$ cat config.mk
export PLATFORM = sky130hd
export DESIGN_NAME = can_crc_engine
export DESIGN_NICKNAME = d
export VERILOG_FILES = /design/src/rtl/can_crc_engine.sv
export SDC_FILE = /design/constraint.sdc
export NUM_CORES = 1
export LEC_CHECK = 0
export CORE_ASPECT_RATIO = 0.75
export CORE_UTILIZATION = 52
export DETAILED_ROUTE_END_ITERATION = 8
export GPL_TIMING_DRIVEN = 0
export PLACE_DENSITY_LB_ADDON = 0.3
export SLEW_MARGIN = 40
export SYNTH_ARGS = -nofsm -noshare
export SYNTH_HDL_FRONTEND = slang
export SYNTH_SLANG_ARGS = --single-unit
$ cat constraint.sdc
create_clock -name clk -period 4.9 [get_ports clk]
set_clock_uncertainty 0.2 [all_clocks]
set_input_delay 0.98 -clock clk [delete_from_list [all_inputs] [get_ports clk]]
set_output_delay 0.98 -clock clk [all_outputs]
set_load 0.03 [all_outputs]
$ cat src/rtl/can_crc_engine.sv
// CAN CRC-15 engine: accumulates a framed bit stream, MSB first, DATA_W bits per beat,
// and presents the CRC (plus an optional compare-against-received flag) once per frame.
module can_crc_engine #(
    parameter int DATA_W = 8,
    parameter int NB_W   = $clog2(DATA_W + 1)
) (
    input  logic              clk,
    input  logic              rst,
    input  logic              in_valid,
    output logic              in_ready,
    input  logic [DATA_W-1:0] in_data,
    input  logic              in_sof,
    input  logic              in_last,
    input  logic [NB_W-1:0]   in_nbits,
    input  logic              chk_en,
    input  logic [14:0]       crc_ref,
    output logic              out_valid,
    input  logic              out_ready,
    output logic [14:0]       crc_out,
    output logic              crc_err,
    output logic              busy
);

    localparam logic [14:0] CRC_POLY = 15'h4599;

    typedef enum logic [1:0] {
        IDLE,
        ACCUM,
        HOLD
    } state_t;

    state_t      r_state;
    state_t      w_nextState;
    logic [14:0] r_crc;
    logic        r_crcErr;
    logic [14:0] w_crcNew;
    logic        w_accept;
    logic        w_load;
    int          w_nUse;

    // One serial CRC-15 step for a single frame bit.
    function automatic logic [14:0] crcStep(input logic [14:0] crcIn, input logic dataBit);
        logic        nxt;
        logic [14:0] crcTmp;
        nxt    = dataBit ^ crcIn[14];
        crcTmp = {crcIn[13:0], 1'b0};
        if (nxt) begin
            crcTmp = crcTmp ^ CRC_POLY;
        end
        return crcTmp;
    endfunction

    // A beat is taken whenever we are not holding a result; it only touches the CRC
    // when it starts a frame or continues one that is already open.
    assign w_accept = in_valid && (r_state != HOLD);
    assign w_load   = w_accept && (in_sof || (r_state == ACCUM));

    // Number of leading bits of this beat that belong to the frame; only a last beat can be short.
    always_comb begin
        w_nUse = DATA_W;
        if (in_last && (in_nbits != '0) && (int'(in_nbits) < DATA_W)) begin
            w_nUse = int'(in_nbits);
        end
    end

    // Unrolled CRC over the used bits of the beat, MSB first; a start-of-frame reseeds from zero.
    always_comb begin
        w_crcNew = in_sof ? 15'h0000 : r_crc;
        for (int i = 0; i < DATA_W; i++) begin
            if (i < w_nUse) begin
                w_crcNew = crcStep(w_crcNew, in_data[DATA_W-1-i]);
            end
        end
    end

    // State register.
    always_ff @(posedge clk) begin
        if (rst) begin
            r_state <= IDLE;
        end else begin
            r_state <= w_nextState;
        end
    end

    // Next-state logic: open a frame on sof, close it on last, release the result on out_ready.
    always_comb begin
        w_nextState = r_state;
        case (r_state)
            IDLE: begin
                if (w_accept && in_sof) begin
                    w_nextState = in_last ? HOLD : ACCUM;
                end
            end
            ACCUM: begin
                if (w_accept && in_last) begin
                    w_nextState = HOLD;
                end
            end
            HOLD: begin
                if (out_ready) begin
                    w_nextState = IDLE;
                end
            end
            default: begin
                w_nextState = IDLE;
            end
        endcase
    end

    // CRC accumulator and check flag; the flag is decided once, when the last beat lands.
    always_ff @(posedge clk) begin
        if (rst) begin
            r_crc    <= 15'h0000;
            r_crcErr <= 1'b0;
        end else if (w_load) begin
            r_crc <= w_crcNew;
            if (in_last) begin
                r_crcErr <= chk_en && (w_crcNew != crc_ref);
            end
        end
    end

    assign in_ready  = (r_state != HOLD);
    assign out_valid = (r_state == HOLD);
    assign busy      = (r_state != IDLE);
    assign crc_out   = r_crc;
    assign crc_err   = r_crcErr;

endmodule

==> results.md, run 1 <==
* Status: finished with violations
* Failing checks: negative setup slack
* Synth Cell Area at about 0.004 mm²
* Buffers added on ports at 45
* H-tree depth at 1
* Worst hold slack at about 0.32 ns
* Iteration count of the initial detailed-routing pass at 7
* Critical path arrival at 5.03 ns
* DR iter-0 viols at around 740
* Core ar. at 0.007365 mm²
* Top-level I/O count at between 50 and 60
* Cell accounting for the most synthesized area: xnor2_1
* Clk_lat worst skew at 0.26 ns
* Share of layout cells above drive strength 1 at 0.2590
* Clk sinks at 18
* Power density cells at between 900 and 1000 mW/mm²
* Synthesis-to-layout area growth at 39.05%
* CTS Buffer Depth at 2
* DR WL/cell at ~22 µm
* Final setup margin at -0.1824 ns
* Remaining antenna violation count at 0
* Vias in the first global route at about 4600
* Fin. max-slew vios at 0
* Mapped Nets at approximately 610
* Die height at about 78 µm
* First-pass GRT wire length at about 25000 µm
* LEAKAGE at 0.002016 µW
* R2r setup slk at 0.03 ns
* RSZ-0062 raised after global routing: yes
* Cells after synthesis at 575
* Nature of the critical path startpoint: input pin
* Seq cells post-synth at 18
* Crit Path Max Fanout at 10
* Clock Tree Root: clkbuf_8
* Hold_sp: r_state[1]
* WHS Endpoint: r_state[0]
* Minimum clock period at roughly 5 ns
* Vias per cell at just under 7
* Final setup violation count at 1
* Async SR Flop Fraction at 0
* Yosys cell types at between 60 and 70
* Ranking of synthesized cells by area: xnor2_1, dfxtp_1, a21oi_1
* FMAX at just under 200 MHz
* Ant. Diodes at 0
* Max-cap violations at 0
* Most frequent cells after synthesis: nor2_1, a21oi_1, xnor2_1, nand2_1, o21ai_0
* Final #Nets at 703
* Path depth of the worst reg2reg path at 14
* Detailed-placement wirelength estimate at between 10000 and 15000 µm
* Slew @ Worst Pin at between 0.7 and 0.8 ns
* Setup CP Type: in2reg
* CP endpoint kind: flop
* Worst vdd ir at 1188 µV
* Post-synth EDFFs at 0
* CTS tree: done
* Place WS at -1.459 ns
* Yosys Warn Count at 0
* Relative slew slack at 0.5123
* Min-delay worst type: reg2reg
* Final wirelength at roughly 17000 µm
* Chip width at between 100 and 150 µm
* Critical R2R Launch: crc_out[14]
* Initial antenna violation count at 0
* Synth top area share at 0.1142
* Final Hold Vio Count at 0
* Post-synthesis sequential area ratio at 0.09040
* Syn_area_per_cell at 6.933 µm²
* Req. time, crit path at around 4.9 ns
* Fin crit share at 1.037
* Top FF cell, synth: dfxtp_1
* Total congestion overflow at 0
* Pin count of the biggest net entering global routing at 11
* DRC viols at 0
* Initial Util at 0.5413
* Reg clk slew, reported paths at about 0.07 ns
* Hold-critical path depth at 1
* Num rows at 27
* Top-count cell post-synth: nor2_1
* R2r endpoint: crc_err
* Finished Layout Cells at between 700 and 800
* GPL Wtd Cong at ~1.1
* CTS buffer count at 3
* Dpl cells at a little over 700
* Gr usage total at 0.4115
* Via Count at 5270
* Die Area at 0.008024 mm²
## cells by family (layout without fill, tap and decap cells)
kind of cell              after synthesis  after routing  synth area share
AOI/OAI and AO/OA                     190            190            0.3198
xor gates and xnor gates               90             91            0.2476
buffers and inverters                  53            145           0.05650
DFF                                    18             18           0.09040
muxes                                  13             13           0.03358
and+or+nand+nor                       211            211            0.2520
## cells in the final DEF, fill, tap and decap left out, types with 6 or more instances in the layout
master / n
a31oi_1: 6
and2_1: 8
mux2i_1: 7
a211oi_1: 16
dfxtp_1: 17
nand2b_1: 7
nand2_1: 46
xnor3_1: 6
clkbuf_1: 16
buf_6: 7
o21ai_1: 7
or3_1: 9
nor3_1: 13
a21oi_2: 8
clkdlybuf4s50_1: 41
nor2_2: 7
nor2b_1: 8
o211ai_1: 13
xnor2_1: 44
xor2_1: 20
nand3_1: 24
o21ai_0: 23
a21oi_1: 44
clkbuf_2: 11
inv_1: 8
buf_4: 45
nor2_1: 52
xnor2_2: 7
## worst max-delay path by stage
stage | start | depth (start not counted) | slack (ns) | to
6_report | in_sof | 17 | -0.18 | crc_err
5_1_grt | in_data[7] | 16 | -0.23 | crc_err
4_1_cts | in_sof | 17 | 0.0005 | crc_err
3_5_place_dp | in_last | 16 | -1.46 | crc_err
3_3_place_gp | in_last | 16 | -1.32 | crc_err
2_1_floorplan | in_data[7] | 16 | 0.05 | crc_err
## state kept, by name (all words and copies together) (netlist names)
| name | flops |
|---|---|
| crc_err | 1 |
| r_state | 2 |
| crc_out | 15 |
## area by class of cell
cell class / count / area, µm²
multi-input combinational: 505 / 3881
timing repair buffer: 89 / 823.3
buffer: 43 / 257.7
tap: 101 / 126.4
inverter: 9 / 37.54
sequential: 18 / 361.6
clock buffer: 4 / 55.05
fill: 566 / 1822
## power by group
group          leakage [µW]  switching (µW)  internal (µW)
clock network     0.0000288            53.3           71.5
registers          0.000148            80.8            193
logic               0.00184            2550           2210
## worst max-delay path, stage by stage
cell,delay [ns]
buf_2,0.18
buf_6,0.17
clkbuf_4,0.19
o211ai_1,0.18
o311ai_0,0.16
a2111o_1,0.57
and2_4,0.23
o31a_1,0.34
o31ai_4,0.32
xor2_2,0.23
xor2_1,0.28
o32ai_2,0.14
buf_4,0.19
xnor2_2,0.13
nor2_1,0.14
nand4_1,0.15
o41a_1,0.43
## what timing repair did
item                       in CTS  in global routing
cloned                          1                  0
hold endpoints to repair        0                  0
gates resized for setup        86                 85
setup endpoints to repair      12                  2
buffers inserted               28                 16
hold buffers                    0                  0
pin swaps                      35                 30
## through the flow
stage | instance area [µm²] | total power [µW] | utilization | setup TNS, ns
4_1_cts | 5201 | 4547 | 0.7063 | 0
5_1_grt | 5543 | 5430 | 0.7526 | -0.2338
3_3_place_gp | 4563 | 3522 | 0.6196 | -8.066
6_report | 5543 | 5162 | 0.7526 | -0.1824
3_5_place_dp | 4563 | 3565 | 0.6196 | -8.909
2_1_floorplan | 3986 | 2765 | - | 0
## layer usage
layer	track usage	share of wire
met5	0	0
met4	0.08873	0.035
met3	0.1117	0.15
met2	0.5960	0.41
met1	0.6004	0.40
Power figures use the tool's default switching activity.
==> run 2: changes to the inputs <==
Settings changed: CORE_UTILIZATION 52 to 30.
==> results.md, run 2 (synthesis gave the netlist of run 1 again) <==
* Status: finished with violations
* Failing checks: negative setup slack
* Clk network pwr share at 0.034 (+0.010)
* Via Count at 5022 (-4.7%)
* Worst vdd ir at 445.6 µV (-62%)
* Minimum clock period at 4.918 ns (-0.1640 ns)
* Max-cap violations at 0 (unchanged)
* Chip width at 135.1 µm (+31%)
* Leading cell type in the layout, fill and taps excluded: nor2_1
* Internal at 2568 µW (+3.6%)
* Req. time, crit path at 4.83 ns (-0.02 ns)
* Most used cell, CP: nor2_1
* Vias per cell at 6.000 (-12%)
* Final Hold Vio Count at 0 (unchanged)
* Slew @ Worst Pin at 0.7937 ns (+0.06211 ns)
* Reg clk slew, reported paths at 0.05 ns (-0.02 ns)
* DR WL/cell at 20.99 µm (-5.5%)
* Remaining antenna violation count at 0 (unchanged)
* Final Util at 0.4341 (-0.3185)
* Ant. Diodes at 0 (unchanged)
* Fin crit share at 1.004 (-0.03348)
* Pin count of the biggest net entering global routing at 11 (unchanged)
* First-pass GRT wire length at 26390 µm (+5.9%)
* Initial Util at 0.3073 (-0.2340)
* Clk sinks at 18 (unchanged)
* Relative slew slack at 0.4708 (-0.04141)
* H-tree depth at 1 (unchanged)
* Core ar. at 0.01297 mm² (+76%)
* Fin. max-slew vios at 0 (unchanged)
* Sw Share at 0.5142 (-0.005477)
* LEAKAGE at 0.002016 µW (about the same)
* Number of flip-flops in the largest register at 15 (unchanged)
* Die Area at 0.01376 mm² (+71%)
* Power density cells at 938.6 mW/mm² (+0.79%)
* RSZ-0062 raised after global routing: yes
* FMAX at 203.3 MHz (+3.3%)
* Final setup margin at -0.01838 ns (+0.1640 ns)
* CP endpoint kind: flop
* Most frequent cells in the layout: nor2_1, nand2_1, a21oi_1
* Clk_lat worst skew at 0.25 ns (about the same)
* GPL Wtd Cong at 0.9625 (-11%)
* CTS Hold Bufs at 0 (unchanged)
* Top-level I/O count at 53 (unchanged)
* Final setup violation count at 1 (unchanged)
* Final #Nets at 701 (-0.28%)
* Detailed-placement wirelength estimate at 13200 µm (+7.5%)
* Setup CP Type: in2reg
* DRC viols at 0 (unchanged)
* Crit Path Max Fanout at 10 (unchanged)
* Total congestion overflow at 0 (unchanged)
* CTS Buffer Depth at 2 (unchanged)
* Worst Path Buf+Inv at 3 (-1)
* Initial antenna violation count at 0 (unchanged)
* Place WS at -1.572 ns (-0.1132 ns)
* Die height at 101.8 µm (+31%)
* Share of layout cells above drive strength 1 at 0.2387 (-0.02024)
* CTS buffer count at 3 (unchanged)
* Critical path arrival at 4.85 ns (-0.18 ns)
* Slowest stage delay, CP at 0.57 ns (about the same)
* Num rows at 36 (+33%)
* Sequential Power Share at 0.053 (about the same)
* Cell breakdown of the critical path: clkdlybuf4s15_2, buf_4, clkbuf_4, nor2_1, nor2_1, a211o_1, a211oi_4, nor4_2, or4_4, a31oi_1, o21ai_0, a211oi_2, a21oi_2, xnor2_1, nand4_1, o41a_1
* Iteration count of the initial detailed-routing pass at 5 (-2)
* Worst path slowest cell: or4_4
* Buffers added on ports at 45 (unchanged)
* Final wirelength at 17570 µm (+2.9%)
* Finished Layout Cells at 837 (+8.8%)
* Worst path top cell family by delay: compound AO/OA/AOI/OAI gates
* DR iter-0 viols at 584 (-21%)
* Sw power at 2718 µW (+1.3%)
* Nature of the critical path startpoint: input pin
* Comb pwr share at 0.913 (-0.010)
* Clock Tree Root: clkbuf_16
* Gr usage total at 0.2517 (-0.1599)
* Min-delay worst type: reg2reg
* Vias in the first global route at 4647 (+1.8%)
* CTS tree: done
* Dpl cells at 791 (+9.7%)
* Setup TNS at -0.01838 ns (+0.1640 ns)
* Synthesis-to-layout area growth at 41.27%
[run 2: changes by cell type in the layout (fill, tap and decap cells not counted), sizes merged]
cell           change
clkdlybuf4s15      +1
clkbuf             +1
buf                -4
[run 2: power groups by stage]
stage / combinational (µW) / sequential [µW] / clock, µW
after global routing: 5100 / 284 / 190
after detailed placement: 3390 / 281 / 0
final: 4830 / 278 / 182
after CTS: 4130 / 278 / 185
after global placement: 3390 / 278 / 0
after floorplan: 2440 / 329 / 0
[run 2: what timing repair did]
item,CTS,global route
pin swaps,26,16
resized for setup,82,59
setup buffers,33,9
endpoints found under the setup margin,14,2
gates cloned,1,0
[run 2: worst register-to-register path, stage by stage, from the launching register on]
cell and delay [ns]:
dfxtp_1 0.62, xnor3_1 0.45, nor2_2 0.34, xnor2_1 0.15, a211o_1 0.44, a211oi_4 0.43
nor4_2 0.11, or4_4 0.57, a31oi_1 0.18, o21ai_0 0.14, a211oi_2 0.28, a21oi_2 0.11
xnor2_1 0.21, nand4_1 0.13, o41a_1 0.32
[run 2: metal layers]
metal / GRT usage / routed length [µm] / vias up
met4: 0.04754 / 284 / 0
met2: 0.3783 / 7186 / 290
met5: 0 / 0 / -
met3: 0.02679 / 1742 / 35
met1: 0.3842 / 8358 / 2418
li1: - / - / 2279
[run 2: cell type report]
| cell class | count | area, µm² |
|---|---|---|
| tap | 171 | 214.0 |
| timing repair buffer | 87 | 795.8 |
| clock buffer | 4 | 88.84 |
| buffer | 43 | 235.2 |
| multi-input combinational | 505 | 3900 |
| inverter | 9 | 37.54 |
| sequential | 18 | 360.3 |
| fill | 1343 | 7341 |
[run 2: worst paths after layout]
check,startpoint,to,slack (ns),cells after the start
setup / recovery,in_sof,crc_err,-0.02,16
hold / removal,crc_out[3],crc_out[3],0.31,2
setup reg to reg,crc_out[12],crc_err,0.12,14
hold reg to reg,crc_out[3],crc_out[3],0.31,2
[run 2: stage by stage]
step	total power, µW	hold WS, ns	instance area [µm²]
floorplan	2765	0.2551	3986
global placement	3670	0.2770	4651
detailed placement	3670	0.2918	4651
CTS	4597	0.3025	5318
global route	5579	0.3641	5632
finish	5286	0.3129	5632
